==> src/rtl/uart_tx.sv <==
// 8N1 UART transmitter, LSB first, with a runtime-programmable bit period and a
// one-entry holding buffer so that consecutive frames go out back-to-back.
module uart_tx #(
    parameter logic [12:0] DEFAULT_SPEED = 13'h1869
) (
    input  logic        clk,
    input  logic        reset,
    input  logic [7:0]  data_to_send,
    input  logic        send,
    output logic        ready,
    input  logic [12:0] speed,
    input  logic        set_speed,
    output logic        tx,
    output logic        busy,
    output logic        tx_done
);

    typedef enum logic [1:0] {IDLE, START, DATA, STOP} state_t;

    state_t      state_reg, state_next;
    logic [12:0] div_reg, div_next;
    logic [7:0]  buf_data_reg, buf_data_next;
    logic        buf_valid_reg, buf_valid_next;
    logic [7:0]  shreg_reg, shreg_next;
    logic [2:0]  bit_idx_reg, bit_idx_next;
    logic [12:0] cnt_reg, cnt_next;
    logic [12:0] last_cnt;
    logic        bit_end;

    // A divisor of zero behaves as one clock per bit.
    assign last_cnt = (div_reg == 13'd0) ? 13'd0 : div_reg - 13'd1;
    assign bit_end  = (cnt_reg == last_cnt);

    always_ff @(posedge clk) begin
        if (reset) begin
            state_reg     <= IDLE;
            div_reg       <= DEFAULT_SPEED;
            buf_data_reg  <= 8'h00;
            buf_valid_reg <= 1'b0;
            shreg_reg     <= 8'h00;
            bit_idx_reg   <= 3'd0;
            cnt_reg       <= 13'd0;
        end else begin
            state_reg     <= state_next;
            div_reg       <= div_next;
            buf_data_reg  <= buf_data_next;
            buf_valid_reg <= buf_valid_next;
            shreg_reg     <= shreg_next;
            bit_idx_reg   <= bit_idx_next;
            cnt_reg       <= cnt_next;
        end
    end

    always_comb begin
        state_next     = state_reg;
        div_next       = div_reg;
        buf_data_next  = buf_data_reg;
        buf_valid_next = buf_valid_reg;
        shreg_next     = shreg_reg;
        bit_idx_next   = bit_idx_reg;
        cnt_next       = (state_reg == IDLE || bit_end) ? 13'd0 : cnt_reg + 13'd1;
        ready          = !buf_valid_reg;
        busy           = (state_reg != IDLE);
        tx             = 1'b1;
        tx_done        = 1'b0;

        // Accept and unload are mutually exclusive: accept needs an empty buffer.
        if (send && !buf_valid_reg) begin
            buf_data_next  = data_to_send;
            buf_valid_next = 1'b1;
        end

        case (state_reg)
            IDLE: begin
                if (set_speed) begin
                    div_next = speed;
                end
                if (buf_valid_reg) begin
                    shreg_next     = buf_data_reg;
                    buf_valid_next = 1'b0;
                    state_next     = START;
                end
            end
            START: begin
                tx = 1'b0;
                if (bit_end) begin
                    bit_idx_next = 3'd0;
                    state_next   = DATA;
                end
            end
            DATA: begin
                tx = shreg_reg[bit_idx_reg];
                if (bit_end) begin
                    if (bit_idx_reg == 3'd7) begin
                        state_next = STOP;
                    end else begin
                        bit_idx_next = bit_idx_reg + 3'd1;
                    end
                end
            end
            STOP: begin
                tx = 1'b1;
                if (bit_end) begin
                    tx_done = 1'b1;
                    // Chain straight into the next start bit when a byte is queued.
                    if (buf_valid_reg) begin
                        shreg_next     = buf_data_reg;
                        buf_valid_next = 1'b0;
                        state_next     = START;
                    end else begin
                        state_next = IDLE;
                    end
                end
            end
            default: begin
                state_next = IDLE;
            end
        endcase
    end

endmodule

==> config.mk <==
export PLATFORM = sky130hd
export DESIGN_NAME = uart_tx
export DESIGN_NICKNAME = d
export VERILOG_FILES = /design/src/rtl/uart_tx.sv
export SDC_FILE = /design/constraint.sdc
export NUM_CORES = 1
export LEC_CHECK = 0
export BUFFER_PORTS_ARGS = -buffer_cell sky130_fd_sc_hd__buf_2
export CAP_MARGIN = 10
export CORE_MARGIN = 3
export CORE_UTILIZATION = 30
export DETAILED_ROUTE_END_ITERATION = 10
export GPL_ROUTABILITY_DRIVEN = 0
export PLACE_DENSITY = 0.45
export REMOVE_ABC_BUFFERS = 1
export SYNTH_ARGS = -nofsm -noshare
export SYNTH_HDL_FRONTEND = slang
export SYNTH_SLANG_ARGS = --single-unit
==> constraint.sdc <==
create_clock -name clk -period 4.3 [get_ports clk]
set_input_delay 0.215 -clock clk [delete_from_list [all_inputs] [get_ports clk]]
set_output_delay 0.215 -clock clk [all_outputs]
set_load 0.05 [all_outputs]
==> results_tabular.tex <==
\begin{tabular}{lr}
\hline
Metric & Value \\
\hline
\multicolumn{2}{l}{\textbf{Synthesis}} \\
\quad Share of flip-flops with an asynchronous set or reset after synthesis & 0 \\
\quad Number of synthesized flops with an enable pin & 0 \\
\quad Predominant post-synthesis flop cell & dfxtp\_1 \\
\quad Most instantiated library cell after synthesis & dfxtp\_1 \\
\quad Synth Register Bits & 48 \\
\quad Avg Inst Size Synth & around 8.3 um2 \\
\quad Synthesized area & around 2800 um2 \\
\quad Syn Inst Count & 331 \\
\quad Synth warnings & 0 \\
\quad Share of the yosys chip area belonging to registers & 0.348 \\
\quad Unique cell type count in the Yosys netlist & 58 \\
\quad Proportion of netlist area held by the largest area contributor & 0.348 \\
\quad Leading area contributor after synthesis & dfxtp\_1 \\
\quad Top post-synthesis cells by area & dfxtp\_1 (35\%), nand2\_1 (5.4\%), a21oi\_1 (4.3\%), mux2i\_1 (4.3\%), nor2\_1 (4.3\%) \\
\quad Cell types with the highest counts after synthesis & dfxtp\_1 (48), nand2\_1 (40), nor2\_1 (32), a21oi\_1 (24), o21ai\_0 (19) \\
\multicolumn{2}{l}{\textbf{Pwr}} \\
\quad Sum of internal, switching and leakage power & 0.00143 W \\
\quad Total power per unit cell area & $\sim$470 nW/um2 \\
\quad Worst voltage drop across the vdd grid & 0.000192 V \\
\quad Static power due to leakage & 1.17 nW \\
\multicolumn{2}{l}{\textbf{Floorplan}} \\
\quad Core area & 8850 um2 \\
\quad Die height & 102 um \\
\quad Horiz. Die Dim & 102 um \\
\quad Area enclosed by the die boundary & 10400 um2 \\
\quad Ports placed on the boundary & 29 \\
\quad Cell Rows & 34 \\
\quad Effective utilization at floorplan & 0.312 \\
\multicolumn{2}{l}{\textbf{Cells and area}} \\
\quad Diode count & 0 \\
\quad Core utilization of the finished layout & 0.345 \\
\quad Final design instance area without fill & around 3100 um2 \\
\quad Net count of the finished layout & 382 \\
\quad Area delta synth->final & 10.6\% \\
\quad Storage cell area & 961 um2 \\
\quad Combined area of the multi-input logic cells & 1650 um2 \\
\quad Layout cell share with drive strength beyond 1 & 0.146 \\
\quad Number of filler instances in the final layout & 963 \\
\multicolumn{2}{l}{\textbf{Clock network}} \\
\quad Number of setup buffers added after CTS & 0 \\
\quad TritonCTS clock tree & built \\
\quad H-tree lvl count & 2 \\
\quad Cts bufs inserted & 5 \\
\quad Post-cts gate resize count & 0 \\
\quad Latest clock arrival within the worst-skew pair & 300 ps \\
\quad Post-CTS clock slew at the launch and capture registers of the worst setup and hold paths & 90 ps \\
\quad Buffers from clock root to sink, at most & 2 \\
\quad Number of buffers added to fix hold violations after cts & 0 \\
\quad Clk Tree Root Cell & clkbuf\_8 \\
\quad Clk sink count & 48 \\
\multicolumn{2}{l}{\textbf{Global route}} \\
\quad Met3 capacity usage during global routing & 0.0246 \\
\quad Largest net degree at the start of global routing & 39 \\
\quad Wire length of the first global-routing pass & 10.6 mm \\
\quad Antenna violations before repair & 0 \\
\quad Global-route track usage on met2 & 0.196 \\
\quad Highest-utilization routing layer at the global route stage & met2 \\
\quad Tot GR Track Use & 0.127 \\
\quad Routing usage on met1 & 0.183 \\
\quad Number of global-route vias before repair & 2217 \\
\quad Remaining Overflow, GRT & 0 \\
\multicolumn{2}{l}{\textbf{STA}} \\
\quad Final-report hold violation count & 0 \\
\quad Relative slew margins & 0.305 \\
\quad Setup violators final & 0 \\
\quad Final clock period utilization by the worst path & 0.841 \\
\quad Maximum clock skew at final layout & 4.34 ps \\
\quad Setup TNS after final layout & 0 ps \\
\quad Period minus WS final & about 3600 ps \\
\quad Unrepaired setup endpoints after global routing & no \\
\quad Measured slew at the worst slew-check pin & 1030 ps \\
\quad Number of slew-limit violations in the final report & 0 \\
\quad Worst-case setup margin in the final layout & 682 ps \\
\quad Upper clock frequency limit & 276 MHz \\
\multicolumn{2}{l}{\textbf{Outcome}} \\
\quad Result of the run & complete, no violations \\
\multicolumn{2}{l}{\textbf{Worst setup path}} \\
\quad Launching element type of the critical path & flip-flop \\
\quad Highest fanout seen on the critical path & 16 \\
\quad WP data required & 4460 ps \\
\quad Element type at the critical path end & flip-flop \\
\quad Crit path arrival time & approximately 3800 ps \\
\quad Setup CP Type & reg2reg \\
\multicolumn{2}{l}{\textbf{Routing}} \\
\quad First-pass iteration count of the detailed router & 4 \\
\quad Vias & 2311 \\
\quad Post-detailed-routing wire length & a little over 6 mm \\
\quad Avg WL per Cell & 13.4 um \\
\quad Post-detailed-route count of antenna-violating nets & 0 \\
\quad Detailed Route Iter0 Violations & 83 \\
\quad Detailed-route DRC error count & 0 \\
\quad Average via count per standard cell & 5.05 \\
\multicolumn{2}{l}{\textbf{Place}} \\
\quad Post-detail-place hpwl & 4.57 mm \\
\quad Setup Slack @ Placement & 606 ps \\
\quad Quantity of I/O buffers inserted on ports & 28 \\
\quad Instance area after placement & 2940 um2 \\
\multicolumn{2}{l}{\textbf{Min path}} \\
\quad Class of the tightest hold or removal check & in2reg \\
\multicolumn{2}{l}{\textbf{Flow run}} \\
\quad Max-capacitance violation count & 0 \\
\hline
\end{tabular}
## stage by stage
stage | hold slack, ps | instances
after global placement | 423 | 450
after detailed placement | 431 | 450
after floorplan | 284 | 314
after global routing | 130 | 458
final | 118 | 458
after CTS | 111 | 458
## power by group
| group | internal (W) | total [W] | leakage (nW) | switching (W) |
|---|---|---|---|---|
| logic | 0.000192 | 0.000517 | 0.723 | 0.000326 |
| clock network | 0.000175 | 0.000335 | 0.0548 | 0.000160 |
| registers | 0.000498 | 0.000580 | 0.392 | 0.0000816 |
## kinds of logic after synthesis
| group | count (synthesis) | synth area share |
|---|---|---|
| AND/OR/NAND/NOR | 138 | 0.273 |
| buffers and inverters | 32 | 0.0557 |
| multiplexers | 14 | 0.0598 |
| adder cells (fa/ha/maj) | 8 | 0.0362 |
| AO/OA/AOI/OAI | 68 | 0.154 |
| flip-flops | 48 | 0.348 |
| XOR/XNOR | 23 | 0.0729 |
## path summary, 6_finish.rpt
check                           cells past startpoint  slack, ps    startpoint            to
worst max register to register                     10        680    div_reg[0]  shreg_reg[4]
worst min-delay path                                3        120      speed[6]    div_reg[6]
worst max-delay path                               10        680    div_reg[0]  shreg_reg[4]
worst min register to register                      2        480  shreg_reg[0]  shreg_reg[0]
## cell type report
type | instances | area share
clock inverters | 3 | 0.0152
inverters | 15 | 0.0184
repair buffers | 28 | 0.0459
multi-input cells | 251 | 0.539
flip-flops and latches | 48 | 0.314
clock buffers | 5 | 0.0225
well taps | 108 | 0.0442
## layout by cell type, fill, tap and decap left out, types with 3 or more instances in the layout
master    instances
xor2_1           13
nand3_1           8
nor3b_1           3
ha_1              8
nand3b_1         14
a21oi_1          24
buf_2            28
inv_1            14
and3_1            7
dfxtp_1          48
o21ai_0          19
nor3_1            5
nand4_1           5
clkbuf_8          5
xnor2_1          10
nor2_1           32
mux2i_1          12
nand2_1          40
or3_1             5
## critical path, cell delays in order (launching register included)
cell and delay, ps:
dfxtp_1 370, inv_1 110, ha_1 250, nor3b_1 420
nand4_1 350, or3_1 400, o311a_1 120, nor3_1 430
a41oi_1 590, o21ai_0 340, a21oi_1 100
## routing by layer
metal  wire (um)  vias to the layer above
li1            -                     1207
met1        3240                     1070
met2        2670                       32
met3         186                        2
met4          48                        0
met5           0                        -
Power figures use the tool's default switching activity.
